### src/rtl/mem_pkg.sv
// Shared types for the LPDDR2 two-port arbiter: FSM states, port identities and
// the word returned to a requester whose read timed out.
package mem_pkg;

  typedef enum logic [1:0] {
    ST_IDLE,
    ST_ISSUE,
    ST_WAIT_RD,
    ST_DONE
  } state_e;

  typedef enum logic {
    PORT_IF = 1'b0,
    PORT_D  = 1'b1
  } port_e;

  localparam logic [31:0] TIMEOUT_DATA = 32'hDEADBEEF;

endpackage

### src/rtl/rr_arbiter2.sv
// Two-way round-robin grant between the fetch and data ports. The last served
// port is remembered so that a tie always goes to the other one.
module rr_arbiter2
  import mem_pkg::*;
(
  input  logic  i_clk,
  input  logic  i_rst,
  input  logic  i_req_if,
  input  logic  i_req_d,
  input  logic  i_update,
  input  port_e i_served,
  output port_e o_grant,
  output logic  o_valid
);

  port_e r_last;

  // NOTE: sequential state uses non-blocking assignments so every flop samples pre-edge values.
  always_ff @(posedge i_clk) begin
    if (i_rst) r_last <= PORT_IF;
    else if (i_update) r_last <= i_served;
  end

  always_comb begin
    o_valid = i_req_if | i_req_d;
    if (i_req_if && i_req_d) o_grant = (r_last == PORT_IF) ? PORT_D : PORT_IF;
    else if (i_req_d)        o_grant = PORT_D;
    else                     o_grant = PORT_IF;
  end

endmodule

### src/rtl/lpddr2_arbiter.sv
// Serialises instruction-fetch and data-port accesses onto one Avalon-MM master,
// one transaction outstanding, with a read-data timeout.
module lpddr2_arbiter
  import mem_pkg::*;
#(
  parameter int ADDR_W  = 27,
  parameter int TIMEOUT = 255
) (
  input  logic              i_clk,
  input  logic              i_rst,
  input  logic              i_if_req,
  input  logic [29:0]       i_if_addr,
  output logic [31:0]       o_if_rdata,
  output logic              o_if_done,
  input  logic              i_d_rreq,
  input  logic              i_d_wreq,
  input  logic [29:0]       i_d_addr,
  input  logic [31:0]       i_d_wdata,
  output logic [31:0]       o_d_rdata,
  output logic              o_d_done,
  output logic              o_err,
  output logic [ADDR_W-1:0] o_avm_address,
  output logic              o_avm_read,
  output logic              o_avm_write,
  output logic [31:0]       o_avm_writedata,
  input  logic              i_avm_waitrequest,
  input  logic [31:0]       i_avm_readdata,
  input  logic              i_avm_readdatavalid
);

  localparam int CNT_W = $clog2(TIMEOUT + 1);

  state_e            r_state, w_next;
  port_e             r_port, w_grant;
  logic              r_write, r_tmo;
  logic [ADDR_W-1:0] r_addr;
  logic [31:0]       r_wdata, r_if_rdata, r_d_rdata;
  logic [CNT_W-1:0]  r_cnt;
  logic              r_if_done, r_d_done, r_err;
  logic              w_req_valid, w_start, w_rd_valid, w_timeout, w_finish;
  logic [31:0]       w_rd_word;
  logic              w_unused;

  assign w_unused = ^{i_if_addr[29:ADDR_W], i_d_addr[29:ADDR_W]};

  rr_arbiter2 u_rr (
    .i_clk    (i_clk),
    .i_rst    (i_rst),
    .i_req_if (i_if_req),
    .i_req_d  (i_d_rreq | i_d_wreq),
    .i_update (w_finish),
    .i_served (r_port),
    .o_grant  (w_grant),
    .o_valid  (w_req_valid)
  );

  // The done pulse cycle is skipped so a requester still holding its level
  // request that cycle is not granted a second time.
  assign w_start    = (r_state == ST_IDLE) && w_req_valid && !r_if_done && !r_d_done;
  assign w_rd_valid = (r_state == ST_WAIT_RD) && i_avm_readdatavalid;
  assign w_timeout  = (r_state == ST_WAIT_RD) && !i_avm_readdatavalid &&
                      (r_cnt == CNT_W'(TIMEOUT - 1));
  assign w_rd_word  = w_rd_valid ? i_avm_readdata : TIMEOUT_DATA;

  always_ff @(posedge i_clk) begin
    if (i_rst) r_state <= ST_IDLE;
    else       r_state <= w_next;
  end

  // NOTE: the default assignment first keeps this block free of inferred latches.
  always_comb begin
    w_next = r_state;
    case (r_state)
      ST_IDLE:    if (w_start) w_next = ST_ISSUE;
      ST_ISSUE:   if (!i_avm_waitrequest) w_next = r_write ? ST_DONE : ST_WAIT_RD;
      ST_WAIT_RD: if (w_rd_valid || w_timeout) w_next = ST_DONE;
      ST_DONE:    w_next = ST_IDLE;
      default:    w_next = ST_IDLE;
    endcase
  end

  always_comb begin
    o_avm_read      = (r_state == ST_ISSUE) && !r_write;
    o_avm_write     = (r_state == ST_ISSUE) && r_write;
    o_avm_address   = r_addr;
    o_avm_writedata = r_wdata;
    w_finish        = (r_state == ST_DONE);
  end

  always_ff @(posedge i_clk) begin
    if (i_rst) begin
      r_port     <= PORT_IF;
      r_write    <= 1'b0;
      r_tmo      <= 1'b0;
      r_addr     <= '0;
      r_wdata    <= '0;
      r_cnt      <= '0;
      r_if_rdata <= '0;
      r_d_rdata  <= '0;
      r_if_done  <= 1'b0;
      r_d_done   <= 1'b0;
      r_err      <= 1'b0;
    end else begin
      r_if_done <= w_finish && (r_port == PORT_IF);
      r_d_done  <= w_finish && (r_port == PORT_D);
      r_err     <= w_finish && r_tmo;
      r_cnt     <= (r_state == ST_WAIT_RD) ? r_cnt + CNT_W'(1) : '0;
      if (w_start) begin
        r_port  <= w_grant;
        r_tmo   <= 1'b0;
        // A simultaneous read and write request on the data port performs the write.
        r_write <= (w_grant == PORT_D) && i_d_wreq;
        r_addr  <= (w_grant == PORT_D) ? i_d_addr[ADDR_W-1:0] : i_if_addr[ADDR_W-1:0];
        if (w_grant == PORT_D) r_wdata <= i_d_wdata;
      end
      if (w_rd_valid || w_timeout) begin
        r_tmo <= w_timeout;
        if (r_port == PORT_IF) r_if_rdata <= w_rd_word;
        else                   r_d_rdata  <= w_rd_word;
      end
    end
  end

  assign o_if_rdata = r_if_rdata;
  assign o_d_rdata  = r_d_rdata;
  assign o_if_done  = r_if_done;
  assign o_d_done   = r_d_done;
  assign o_err      = r_err;

endmodule

### config.mk
export PLATFORM = sky130hd
export DESIGN_NAME = lpddr2_arbiter
export DESIGN_NICKNAME = d
export VERILOG_FILES = /design/src/rtl/mem_pkg.sv /design/src/rtl/rr_arbiter2.sv /design/src/rtl/lpddr2_arbiter.sv
export SDC_FILE = /design/constraint.sdc
export NUM_CORES = 1
export LEC_CHECK = 0
export CAP_MARGIN = 20
export CORE_MARGIN = 2
export CORE_UTILIZATION = 40
export DETAILED_ROUTE_END_ITERATION = 6
export PLACE_DENSITY = 0.84
export SYNTH_ARGS = -nofsm -noshare
export SYNTH_HDL_FRONTEND = slang
export SYNTH_SLANG_ARGS = --single-unit
### constraint.sdc
create_clock -name i_clk -period 4.6 [get_ports i_clk]
set_input_delay 1.15 -clock i_clk [delete_from_list [all_inputs] [get_ports i_clk]]
set_output_delay 1.15 -clock i_clk [all_outputs]
set_load 0.01 [all_outputs]
==> metrics.cfg, run 1 <==
[floorplan]
dieArea_um2 = 14900
start_util_pct = 40.5
die_height_um = 122
fp.dieW_um = 122
core_um2 = 13800
ios = 259
fp-row-count = 43

[power_and_ir_drop]
clockPowerShare_pct = 31.6
p_int_uw = 3140
p_seq_share_pct = 36.2
switching_power_uw = 1350
power.density_nw_per_um2 = 513
peakVddDrop_mv = 0.322
p_leak_uw = 0.00327
comb_power_share_pct = 32.2
p_sw_share_pct = 30.1

[run]
maxCapViolCount = 0

[route]
viasPerCell = 4.94
route.detailed.drc = 0
first_iter_violations = 257
drt_wl_total_um = 16300
route.antenna.remaining_nets = 0
wl_per_cell_um = 15.5
via_count = 5197
first_pass_iters = 5

[sta]
hold_viol = 0
fin_crit_ps = 2890
worst_pin_slew_ps = 1060
slew_headroom_pct = 28.9
fin_setup_tns_ps = 0
setup_viol = 0
fin_ws_ps = 1710
timing.final.crit_share_pct = 62.9
fin_skew_ps = 7.44
rsz0062_at_grt = no
maxSlewViolCount = 0
fmax_ghz = 0.345

[critical_path]
worstSetupStartpointType = flip-flop
required_ps = 3450
path_max_fanout = 4
end_kind = output pin
critPathArrivalTime_ps = 1740
crit_type = flip-flop to output pin

[place]
place_congestion = 0.774
io_buffers = 252
numPlacedInstances = 1020
dp_slack_ps = 1360
dp_hpwl_um = 11500
place_area_um2 = 8120

[synth]
synth_cell_types = 46
ys_async_sr_fraction_pct = 0
synth_nets = 769
yosys-top-cells-count = dfxtp_1, nor2_1, nand2_1, a21oi_1, o21a_1
yosys.area.top_type = dfxtp_1
yosys_most_used_dff = dfxtp_1
synthCells = 632
syn_area_um2 = 5580
seq_area_frac_synth_pct = 50.2
synth_most_common_cell = dfxtp_1
yosysTopAreaCellShare_pct = 50.2
yosysWarnings = 0
yosys_register_bits = 140
synthTopCellsByArea = dfxtp_1, nor2_1, o21a_1
synth_edf_count = 0
synth_area_per_cell_um2 = 8.84

[grt]
grt_overflow = 0
grt_pass1_wl_um = 24700
globalRouteTotalUtil_pct = 21.5
grt_pass1_vias = 4860
grt_antenna_before_repair = 0
grt_max_degree = 85

[layout]
seqCellArea_um2 = 2800
syn_to_final_growth_pct = 56.9
drive_above_1_share_pct = 5.40
nNetsFinal = 997
n_antenna_cell = 0
stdcell_count = 1051
multi_input_area_um2 = 2520
fin_area_um2 = 8760
nFillCells = 1118

[clock_network]
ctsHtreeMaxLevel = 4
cts_resized = 0
cts_buffers = 17
clkTransAtPathRegs_ps = 60
clockBufferDepth = 2
cts_tree = yes
clock-sinks = 140
cts_setup_buffers = 0
clk_latency_ps = 420
cts_root_buffer = clkbuf_16
postCtsHoldBufs = 0

[status]
status = complete, no violations

[worst_hold_path]
hold_path_class = flip-flop to flip-flop

## state kept, by name, summed over array words and instances, names as in the netlist
name and count:
o_avm_writedata 32, o_d_rdata 32, o_if_rdata 32, o_avm_address 27, r_cnt 8, r_state 2
o_d_done 1, o_err 1, o_if_done 1, r_port 1, r_tmo 1, r_write 1
u_rr.r_last 1
## cell families (layout without fill, tap and decap cells)
family	Yosys count	after routing	share of synthesized area, %
DFF	140	140	50.2
muxes	28	28	5.02
adders and majority gates	6	6	1.34
and+or+nand+nor	238	238	18.1
AOI/OAI and AO/OA	162	162	19.6
xor gates and xnor gates	5	5	0.784
buffers and inverters	53	292	4.91
## layout by cell type (no fill, tap or decap), drive strengths merged, types with 7 or more instances in the layout
| cell | instances |
|---|---|
| a211oi | 36 |
| a21oi | 61 |
| a311oi | 8 |
| buf | 7 |
| clkbuf | 19 |
| clkdlybuf4s50 | 251 |
| dfxtp | 140 |
| mux2i | 28 |
| nand2 | 77 |
| nor2 | 136 |
| o21a | 48 |
## power groups by stage
| stage | combinational (uW) | clock, uW | sequential (uW) |
|---|---|---|---|
| final | 1450 | 1420 | 1630 |
| after global routing | 1580 | 1510 | 1660 |
| after CTS | 1430 | 1450 | 1630 |
| after detailed placement | 1420 | 0 | 1660 |
| after global placement | 1400 | 0 | 1640 |
| after floorplan | 641 | 0 | 1730 |
## metal layers
| layer | track usage (%) | vias up | share of wire [%] |
|---|---|---|---|
| li1 | - | 2621 | - |
| met1 | 23.2 | 2360 | 38 |
| met2 | 35.9 | 193 | 48 |
| met3 | 11.8 | 23 | 12 |
| met4 | 7.33 | 0 | 1.7 |
| met5 | 0 | - | 0 |
## path summary, 6_finish.rpt
path	startpoint	to	slack (ps)	cells past startpoint
worst min-delay path	o_avm_writedata[7]$_SDFFE_PP0P_	o_avm_writedata[7]$_SDFFE_PP0P_	450	2
worst max register to register	r_port$_SDFFE_PP0P_	o_d_rdata[10]$_SDFFE_PP0P_	1980	4
worst min register to register	o_avm_writedata[7]$_SDFFE_PP0P_	o_avm_writedata[7]$_SDFFE_PP0P_	450	2
worst max-delay path	r_state[1]$_SDFFE_PP0P_	o_avm_write	1710	4
## worst max-delay path, cell delays in order, from the launching register on
cell             delay, ps
dfxtp_1                370
inv_1                   90
ha_1                   200
and2_1                 170
clkdlybuf4s50_1        500
## final cells by class
class / count / area share (%)
flip-flops and latches: 140 / 32.0
multi-input cells: 439 / 28.8
well taps: 180 / 2.57
clock buffers: 19 / 5.06
repair buffers: 258 / 29.5
clock inverters: 11 / 1.91
inverters: 4 / 0.171
## through the flow
step	hold WS [ps]	utilization (%)	power (uW)
after floorplan	441	-	2370
after global placement	441	59.0	3050
after detailed placement	446	59.0	3080
after CTS	454	63.4	4520
after global routing	471	63.6	4750
final	452	63.6	4500
No activity file was read; power rests on OpenSTA's default activity.
==> inputs of run 2 (changes only) <==
==> constraint.sdc (replaced) <==
create_clock -name i_clk -period 2.7 [get_ports i_clk]
set_input_delay 0.675 -clock i_clk [delete_from_list [all_inputs] [get_ports i_clk]]
set_output_delay 0.675 -clock i_clk [all_outputs]
set_load 0.01 [all_outputs]
==> metrics.cfg, run 2 (same netlist as run 1, synthesis figures left out) <==
[status]
status = complete, no violations

[place]
dp_hpwl_um = 11800  ; +2.7%
place_area_um2 = 8230  ; +1.4%
io_buffers = 252  ; unchanged
place_congestion = 0.789  ; +1.9%
dp_slack_ps = 210  ; -1150 ps

[critical_path]
worst_r2r_path_depth = 5  ; +1
required_ps = 2030  ; -1420 ps
critPathArrivalTime_ps = 1760  ; +20 ps
worstSetupStartpointType = flip-flop
slowest_delay_ps = 500  ; about the same
crit_type = flip-flop to output pin
path_max_fanout = 4  ; unchanged
worstPathCellList = inv_1 > ha_1 > and2_1 > clkdlybuf4s50_1
slowest_stage = clkdlybuf4s50_1
end_kind = output pin

[route]
route.detailed.drc = 0  ; unchanged
via_count = 5298  ; +1.9%
drt_wl_total_um = 16500  ; +1.3%
route.antenna.remaining_nets = 0  ; unchanged
first_iter_violations = 292  ; +14%
wl_per_cell_um = 15.6  ; +0.55%
viasPerCell = 5.00  ; +1.2%
first_pass_iters = 5  ; unchanged

[layout]
drive_above_1_share_pct = 6.14  ; +0.75 points
final_util_pct = 64.0  ; +0.45 points
fin_area_um2 = 8820  ; +0.70%
seqCellArea_um2 = 2800  ; unchanged
multi_input_area_um2 = 2520  ; unchanged
syn_to_final_growth_pct = 58.0
nFillCells = 1162  ; +3.9%
nNetsFinal = 1004  ; +0.70%
final_common_cell = clkdlybuf4s50_1
layout_common_cells = clkdlybuf4s50_1, dfxtp_1, nor2_1
n_antenna_cell = 0  ; unchanged

[sta]
fmax_ghz = 0.411
fin_skew_ps = 6.30  ; -1.14 ps
rsz0062_at_grt = no
worst_pin_slew_ps = 1020  ; -43.5 ps
maxSlewViolCount = 0  ; unchanged
setup_viol = 0  ; unchanged
fin_crit_ps = 2430
slew_headroom_pct = 31.8  ; +2.9 points
fin_setup_tns_ps = 0  ; unchanged
fin_ws_ps = 268  ; -1440 ps
timing.final.crit_share_pct = 90.1
hold_viol = 0  ; unchanged

[floorplan]
die_height_um = 122  ; unchanged
fp-row-count = 43  ; unchanged
start_util_pct = 40.5  ; unchanged
fp.dieW_um = 122  ; unchanged
ios = 259  ; unchanged
dieArea_um2 = 14900  ; unchanged
core_um2 = 13800  ; unchanged

[power_and_ir_drop]
p_leak_uw = 0.00330  ; +1.1%
power.density_nw_per_um2 = 864  ; +68%
power_uw = 7620  ; +70%
peakVddDrop_mv = 0.508  ; +58%

[clock_network]
cts_buffers = 17  ; unchanged
cts_setup_buffers = 0  ; unchanged
cts_resized = 0  ; unchanged
cts_tree = yes
ctsHtreeMaxLevel = 4  ; unchanged
clockBufferDepth = 2  ; unchanged
clock-sinks = 140  ; unchanged
postCtsHoldBufs = 0  ; unchanged
clk_latency_ps = 410  ; about the same
clkTransAtPathRegs_ps = 60  ; about the same
cts_root_buffer = clkbuf_16

[grt]
globalRouteTotalUtil_pct = 21.6  ; +0.043 points
grt_overflow = 0  ; unchanged
grt_pass1_wl_um = 25300  ; +2.4%
grt_pass1_vias = 5081  ; +4.5%
grt_antenna_before_repair = 0  ; unchanged
grt_max_degree = 43  ; -49%

[run]
maxCapViolCount = 0  ; unchanged

[worst_hold_path]
hold_path_class = flip-flop to flip-flop
worstHoldPathCells = 2  ; unchanged

==> run 2: changes by cell type in the layout (fill, tap and decap cells not counted) <==
cell	delta
clkbuf_1	+1
buf_16	-1
inv_6	-1
bufinv_16	-1
buf_12	+4
clkinv_2	+1
buf_4	+4
clkinv_4	+1
==> run 2: worst paths after layout <==
check	startpoint	slack [ps]	endpoint
worst max-delay path	r_state[1]$_SDFFE_PP0P_	270	o_avm_write
worst min-delay path	o_avm_writedata[7]$_SDFFE_PP0P_	450	o_avm_writedata[7]$_SDFFE_PP0P_
worst max register to register	r_state[0]$_SDFFE_PP0P_	680	o_if_rdata[9]$_SDFFE_PP0P_
worst min register to register	o_avm_writedata[7]$_SDFFE_PP0P_	450	o_avm_writedata[7]$_SDFFE_PP0P_
==> run 2: worst max-delay path, delay by kind of cell, from the launching register on <==
kind	cells	cell delay [ps]
flops	1	370
fa+ha+maj	1	200
simple gates	1	180
buf+inv	2	590
==> run 2: cell type report <==
class / count / area share, %
repair buffers: 265 / 30.2
clock buffers: 20 / 5.06
multi-input cells: 439 / 28.6
flip-flops and latches: 140 / 31.8
well taps: 180 / 2.55
clock inverters: 11 / 1.62
inverters: 4 / 0.170
==> run 2: stage by stage <==
step | std cells | hold WS (ps)
after global routing | 1059 | 471
after CTS | 1059 | 454
after detailed placement | 1028 | 446
after floorplan | 632 | 441
after global placement | 1028 | 441
final | 1059 | 454
==> run 2: routing by layer <==
layer  routed length [um]  vias to the layer above  track usage (%)
li1                     -                     2631                -
met4                  378                        0             8.41
met2                 7780                      207             36.1
met1                 6580                     2434             24.0
met3                 1760                       26             9.74
met5                    0                        -                0
==> run 2: where the power goes <==
part	switching (uW)	internal, uW
logic	1230	1320
clock network	864	1470
registers	236	2500
total	2330	5290
==> inputs of run 3 (changes only) <==
--- a/config.mk
+++ b/config.mk
@@ -9,6 +9,7 @@
 export CORE_MARGIN = 2
 export CORE_UTILIZATION = 40
 export DETAILED_ROUTE_END_ITERATION = 6
+export GPL_ROUTABILITY_DRIVEN = 0
 export PLACE_DENSITY = 0.84
 export SYNTH_ARGS = -nofsm -noshare
 export SYNTH_HDL_FRONTEND = slang
==> results of run 3 <==
The final DEF is identical to that of run 2; final timing and power are the same.
